$ cat src/rtl/ysyx_22050598_axi_arbiter.sv
// Two-port (fetch / load-store) arbiter onto a single AXI4 master, one transaction in flight.
// Define YSYX_22050598_ARB_RR_EN for round-robin grant; otherwise load/store has fixed priority.
module ysyx_22050598_axi_arbiter (
  input  logic        clk,
  input  logic        rst,

  input  logic        if_req_valid,
  output logic        if_req_ready,
  input  logic [63:0] if_req_addr,
  output logic        if_resp_valid,
  output logic [63:0] if_resp_data,

  input  logic        ls_req_valid,
  output logic        ls_req_ready,
  input  logic        ls_req_we,
  input  logic [2:0]  ls_req_size,
  input  logic [63:0] ls_req_addr,
  input  logic [63:0] ls_req_wdata,
  input  logic [7:0]  ls_req_wstrb,
  output logic        ls_resp_valid,
  output logic [63:0] ls_resp_data,

  output logic [3:0]  M_AXI_AWID,
  output logic [63:0] M_AXI_AWADDR,
  output logic [7:0]  M_AXI_AWLEN,
  output logic [2:0]  M_AXI_AWSIZE,
  output logic [1:0]  M_AXI_AWBURST,
  output logic [3:0]  M_AXI_AWCACHE,
  output logic [2:0]  M_AXI_AWPROT,
  output logic [3:0]  M_AXI_AWQOS,
  output logic        M_AXI_AWVALID,
  input  logic        M_AXI_AWREADY,

  output logic [63:0] M_AXI_WDATA,
  output logic [7:0]  M_AXI_WSTRB,
  output logic        M_AXI_WLAST,
  output logic        M_AXI_WVALID,
  input  logic        M_AXI_WREADY,

  input  logic        M_AXI_BVALID,
  input  logic [1:0]  M_AXI_BRESP,
  output logic        M_AXI_BREADY,

  output logic [3:0]  M_AXI_ARID,
  output logic [63:0] M_AXI_ARADDR,
  output logic [7:0]  M_AXI_ARLEN,
  output logic [2:0]  M_AXI_ARSIZE,
  output logic [1:0]  M_AXI_ARBURST,
  output logic [3:0]  M_AXI_ARCACHE,
  output logic [2:0]  M_AXI_ARPROT,
  output logic [3:0]  M_AXI_ARQOS,
  output logic        M_AXI_ARVALID,
  input  logic        M_AXI_ARREADY,

  input  logic [63:0] M_AXI_RDATA,
  input  logic [1:0]  M_AXI_RRESP,
  input  logic        M_AXI_RLAST,
  input  logic        M_AXI_RVALID,
  output logic        M_AXI_RREADY
);

  localparam logic [2:0] IDLE = 3'd0;
  localparam logic [2:0] AR   = 3'd1;
  localparam logic [2:0] R    = 3'd2;
  localparam logic [2:0] WR   = 3'd3;
  localparam logic [2:0] B    = 3'd4;

  localparam logic [2:0] FETCH_SIZE = 3'b010;

  logic [2:0]  state_q, state_d;
  logic        owner_q;
  logic [63:0] addr_q;
  logic [2:0]  size_q;
  logic [63:0] wdata_q;
  logic [7:0]  wstrb_q;
  logic        awDone_q, wDone_q;
  logic        ifRespValid_q, lsRespValid_q;
  logic [63:0] ifRespData_q, lsRespData_q;

  logic idle, lsGrant, ifGrant, accept;
  logic awHs, wHs, awFinish, wFinish, rDone, bDone;

  // Response codes carry no information the requesters can use.
  logic unusedResp;
  assign unusedResp = ^{M_AXI_BRESP, M_AXI_RRESP};

  // Ready is suppressed while reset is held so nothing is accepted during reset.
  assign idle = (state_q == IDLE) && !rst;

`ifdef YSYX_22050598_ARB_RR_EN
  logic lsPrio_q;

  always_ff @(posedge clk or posedge rst) begin
    if (rst) begin
      lsPrio_q <= 1'b1;
    end else if (accept) begin
      lsPrio_q <= if_req_ready;
    end
  end

  always_comb begin
    lsGrant = ls_req_valid && (lsPrio_q || !if_req_valid);
  end
`else
  always_comb begin
    lsGrant = ls_req_valid;
  end
`endif

  assign ifGrant      = if_req_valid && !lsGrant;
  assign ls_req_ready = idle && lsGrant;
  assign if_req_ready = idle && ifGrant;
  assign accept       = ls_req_ready || if_req_ready;

  assign awHs     = M_AXI_AWVALID && M_AXI_AWREADY;
  assign wHs      = M_AXI_WVALID && M_AXI_WREADY;
  assign awFinish = awDone_q || awHs;
  assign wFinish  = wDone_q || wHs;
  assign rDone    = (state_q == R) && M_AXI_RVALID && M_AXI_RLAST;
  assign bDone    = (state_q == B) && M_AXI_BVALID;

  always_comb begin
    state_d = state_q;
    case (state_q)
      IDLE: if (accept) state_d = (ls_req_ready && ls_req_we) ? WR : AR;
      AR:   if (M_AXI_ARREADY) state_d = R;
      R:    if (rDone) state_d = IDLE;
      WR:   if (awFinish && wFinish) state_d = B;
      B:    if (bDone) state_d = IDLE;
      default: state_d = IDLE;
    endcase
  end

  always_ff @(posedge clk or posedge rst) begin
    if (rst) begin
      state_q  <= IDLE;
      awDone_q <= 1'b0;
      wDone_q  <= 1'b0;
    end else begin
      state_q <= state_d;
      if (state_q != WR) begin
        awDone_q <= 1'b0;
        wDone_q  <= 1'b0;
      end else begin
        if (awHs) awDone_q <= 1'b1;
        if (wHs)  wDone_q  <= 1'b1;
      end
    end
  end

  // Request capture: the AXI address/data channels are driven only from these copies.
  always_ff @(posedge clk or posedge rst) begin
    if (rst) begin
      owner_q <= 1'b0;
      addr_q  <= '0;
      size_q  <= '0;
      wdata_q <= '0;
      wstrb_q <= '0;
    end else if (accept) begin
      owner_q <= ls_req_ready;
      addr_q  <= ls_req_ready ? ls_req_addr : if_req_addr;
      size_q  <= ls_req_ready ? ls_req_size : FETCH_SIZE;
      wdata_q <= ls_req_ready ? ls_req_wdata : '0;
      wstrb_q <= ls_req_ready ? ls_req_wstrb : '0;
    end
  end

  always_ff @(posedge clk or posedge rst) begin
    if (rst) begin
      ifRespValid_q <= 1'b0;
      lsRespValid_q <= 1'b0;
      ifRespData_q  <= '0;
      lsRespData_q  <= '0;
    end else begin
      ifRespValid_q <= 1'b0;
      lsRespValid_q <= 1'b0;
      if (rDone) begin
        if (owner_q) begin
          lsRespValid_q <= 1'b1;
          lsRespData_q  <= M_AXI_RDATA;
        end else begin
          ifRespValid_q <= 1'b1;
          ifRespData_q  <= M_AXI_RDATA;
        end
      end else if (bDone) begin
        lsRespValid_q <= 1'b1;
        lsRespData_q  <= '0;
      end
    end
  end

  assign if_resp_valid = ifRespValid_q;
  assign if_resp_data  = ifRespData_q;
  assign ls_resp_valid = lsRespValid_q;
  assign ls_resp_data  = lsRespData_q;

  assign M_AXI_AWID    = '0;
  assign M_AXI_AWADDR  = addr_q;
  assign M_AXI_AWLEN   = '0;
  assign M_AXI_AWSIZE  = size_q;
  assign M_AXI_AWBURST = 2'b01;
  assign M_AXI_AWCACHE = '0;
  assign M_AXI_AWPROT  = '0;
  assign M_AXI_AWQOS   = '0;
  assign M_AXI_AWVALID = (state_q == WR) && !awDone_q;

  assign M_AXI_WDATA   = wdata_q;
  assign M_AXI_WSTRB   = wstrb_q;
  assign M_AXI_WLAST   = 1'b1;
  assign M_AXI_WVALID  = (state_q == WR) && !wDone_q;

  assign M_AXI_BREADY  = (state_q == B);

  assign M_AXI_ARID    = '0;
  assign M_AXI_ARADDR  = addr_q;
  assign M_AXI_ARLEN   = '0;
  assign M_AXI_ARSIZE  = size_q;
  assign M_AXI_ARBURST = 2'b01;
  assign M_AXI_ARCACHE = '0;
  assign M_AXI_ARPROT  = '0;
  assign M_AXI_ARQOS   = '0;
  assign M_AXI_ARVALID = (state_q == AR);

  assign M_AXI_RREADY  = (state_q == R);

endmodule

$ cat config.mk
export PLATFORM = sky130hd
export DESIGN_NAME = ysyx_22050598_axi_arbiter
export DESIGN_NICKNAME = d
export VERILOG_FILES = /design/src/rtl/ysyx_22050598_axi_arbiter.sv
export SDC_FILE = /design/constraint.sdc
export NUM_CORES = 1
export LEC_CHECK = 0
export ABC_CLOCK_PERIOD_IN_PS = 19400
export BUFFER_PORTS_ARGS = -buffer_cell sky130_fd_sc_hd__clkbuf_2
export CAP_MARGIN = 20
export CORE_AREA = 4 4 258 260
export CTS_CLUSTER_SIZE = 20
export DETAILED_ROUTE_END_ITERATION = 10
export DIE_AREA = 0 0 262 264
export PLACE_DENSITY_LB_ADDON = 0.1
export SYNTH_ARGS = -nofsm -noshare
export SYNTH_HDL_FRONTEND = slang
export SYNTH_SLANG_ARGS = --single-unit
export TNS_END_PERCENT = 30
$ cat constraint.sdc
create_clock -name clk -period 19.4 [get_ports clk]
set_input_delay 4.85 -clock clk [delete_from_list [all_inputs] [get_ports clk]]
set_output_delay 4.85 -clock clk [all_outputs]
set_load 0.01 [all_outputs]
==> run_results.csv <==
group,metric,value,unit
final_layout,finalNetCount,1844,
worst_setup_path,worstSetupPathType,"in -> out",
synthesis,yosysSeqAreaShare,58.00,%
power,clkPwrFrac,27.1,%
clock_network,cts.sinks,275,
run_status,status,"finished clean",
worst_setup_path,r2r_slack,16.70,ns
worst_setup_path,reg2reg_from,"state_q[0]",
placed_design,preCtsSetupSlack,8.392,ns
routing,vias_per_cell,3.840,
worst_setup_path,ff2ff_path_depth,5,
global_route,grt_pass1_vias,9768,
worst_setup_path,max_stage_delay,0.34,ns
sta,fin_crit_sh,56.47,%
sta,worst_pin_slew,1.016,ns
power,power_switching,1.022,mW
worst_setup_path,r2r-end,"if_resp_data[29]",
global_route,grt.total_usage,13.29,%
synthesis,netlist_top_cells_area,"dfrtp_1 (58%), buf_4 (7.8%), nand2_1 (6.2%)",
placed_design,dp.cells,2377,
placed_design,gp_routability_congestion,0.7799,
worst_setup_path,start_kind,"input port",
synthesis,synth_commonest_cells,"dfrtp_1 (275), nand2_1 (196), buf_4 (124)",
global_route,grt_max_degree,171,
worst_setup_path,cp_slowest_cell,"nor4_4",
sta,hold_viol,0,
worst_setup_path,crit_path_end,"if_req_ready",
clock_network,clockRootBuffer,"clkbuf_16",
sta,min_period,10.96,ns
clock_network,clock_path_buffers,3,
clock_network,h-tree-depth,2,
synthesis,synth_top_area_share,58.00,%
clock_network,numCtsBuffers,38,
worst_setup_path,critPathMaxFanout,21,
worst_setup_path,cp.required,14.55,ns
sta,setup_violations,0,
power,combPwrFrac,35.6,%
die,fp.dieH,264,µm
routing,drt_iter0_drc,452,
synthesis,synth_flop_cell,"dfrtp_1",
clock_network,cts_hold_buf,0,
synthesis,ys_ff_latch,275,
die,initial_core_util,18.50,%
global_route,antenna_found_initial,4,
synthesis,synth_area_leader_cell,"dfrtp_1",
synthesis,synth-edff-count,0,
routing,routedWlPerCell,19.72,µm
synthesis,async_flop_share,100.0,%
clock_network,clock_latency,0.57,ns
die,die-area,69170,µm²
min_path,hold_path.class,"reg -> reg",
synthesis,synth.avg_cell_area,11.50,µm²
die,std_cell_rows,93,
power,p_seq_share,37.3,%
power,p_per_area,166.9,nW/µm²
worst_setup_path,crit_path_start,"rst",
routing,firstDrtPassIters,4,
routing,drc,0,
sta,slew_headroom,32.25,%
routing,dr_total_vias,9411,
final_layout,area_growth,37.68,%
power,switching_share,37.47,%
routing,routed_wl,48.34,mm
final_layout,layout-drive-gt1-share,47.30,%
placed_design,dp_hpwl,34.66,mm
synthesis,yosysUniqueCellTypes,37,
routing,antenna_left,0,
synthesis,yosysMostFrequentCell,"dfrtp_1",
sta,slew_viol_final,0,
job,cap_violations,0,
placed_design,io_buffers,620,
global_route,grt_first_pass_wirelength,69.17,mm
die,core_area,64120,µm²
sta,rsz0062_at_grt,"false",
synthesis,synthCells,1032,
die,die_w,262,µm
die,pin_count,676,
sta,fin_ws,8.444,ns
power,leakage,8.960,nW
synthesis,netlist_area,11860,µm²
sta,fin_skew,0.02305,ns
clock_network,path_clk_slew,0.05,ns
global_route,grt_overflow,0,
power,p_total,2.727,mW
worst_setup_path,arrival,6.11,ns
clock_network,cts_resized,0,
clock_network,postCtsSetupBuffers,0,
worst_setup_path,end_kind,"output port",
final_layout,final_cells,2451,
worst_setup_path,crit_chain,"clkbuf_2 -> nor4_4 -> nand3b_1 -> buf_4 -> inv_1 -> clkbuf_2",
clock_network,cts_tree,"done",
sta,tns,0,ns
power,p_int,1.705,mW
worst_setup_path,critical_path.most_common_cell,"clkbuf_2",
final_layout,post-route-util,25.48,%
synthesis,ys.warnings.count,0,
power,vdd_drop_max,0.06238,mV
sta,max_freq,91.28,MHz
final_layout,fillers,6987,
[sequential cells by signal (all words and copies together) (netlist names)]
register       flops
M_AXI_ARADDR      64
M_AXI_WDATA       64
if_resp_data      64
ls_resp_data      64
M_AXI_WSTRB        8
M_AXI_ARSIZE       3
state_q            3
awDone_q           1
if_resp_valid      1
ls_resp_valid      1
owner_q            1
wDone_q            1
[power groups by stage]
stage | clock (mW) | sequential, mW | combinational, mW
after global routing | 0.793 | 1.05 | 1.07
final | 0.738 | 1.02 | 0.971
after floorplan | 0 | 1.11 | 0.479
after detailed placement | 0 | 1.03 | 1.00
after global placement | 0 | 1.03 | 1.00
after CTS | 0.771 | 1.02 | 1.00
[metrics by stage]
stage,cell area [µm²],hold slack (ns)
5_1_grt,16330,0.5092
3_3_place_gp,15010,0.4716
6_report,16330,0.4864
2_1_floorplan,12050,0.4748
4_1_cts,16320,0.4893
3_5_place_dp,15010,0.4761
[layer usage]
| metal | vias up | GRT usage, % | part of all wire [%] |
|---|---|---|---|
| li1 | 4422 | - | - |
| met1 | 4564 | 15.03 | 38 |
| met2 | 345 | 24.01 | 52 |
| met3 | 78 | 3.614 | 7.2 |
| met4 | 2 | 4.507 | 3.1 |
| met5 | - | 0 | 0.023 |
[worst max-delay path, delay by kind of cell]
| kind | cells | cell delay [ns] |
|---|---|---|
| buf+inv | 4 | 0.75 |
| simple gates | 2 | 0.46 |
[worst min-delay path by stage]
stage,depth (start not counted),slack [ns],end,start
after CTS,1,0.49,if_resp_data[17],if_resp_data[17]
after global placement,1,0.47,if_resp_data[17],if_resp_data[17]
after floorplan,2,0.47,awDone_q,awDone_q
after detailed placement,1,0.48,if_resp_data[17],if_resp_data[17]
final,1,0.49,if_resp_data[17],if_resp_data[17]
after global routing,1,0.51,if_resp_data[17],if_resp_data[17]
[area by class of cell]
| type | instances | area, µm² | share of cell area [%] |
|---|---|---|---|
| Clock inverter | 11 | 176.4 | 1.080 |
| Tap cell | 855 | 1070 | 6.549 |
| Sequential cell | 275 | 6882 | 42.13 |
| Inverter | 5 | 26.28 | 0.1609 |
| Antenna cell | 4 | 10.01 | 0.06128 |
| Multi-Input combinational cell | 614 | 3842 | 23.52 |
| Clock buffer | 59 | 1140 | 6.978 |
| Timing Repair Buffer | 628 | 3188 | 19.52 |
[cells by family after synthesis]
logic type | count (synthesis) | share of synthesized area [%]
AOI/OAI and AO/OA | 145 | 8.543
buffers and inverters | 192 | 11.38
DFF | 275 | 58.00
muxes | 128 | 11.47
other | 2 | 0.06330
and+or+nand+nor | 290 | 10.54
[cell usage in the layout (no fill, tap or decap), types with 2 or more instances in the layout]
cell	instances
o21ai_1	43
conb_1	51
inv_1	4
o21ai_0	23
clkbuf_2	620
diode_2	4
nor3_1	4
mux2i_1	64
buf_12	2
mux2_1	9
clkbuf_16	38
dfrtp_1	275
clkbuf_8	11
clkinv_2	4
clkbuf_1	10
a22o_1	74
bufinv_16	3
mux2_2	55
nand3_1	65
nand2_1	196
buf_4	6
nor2_1	10
No activity file was read; power rests on OpenSTA's default activity.
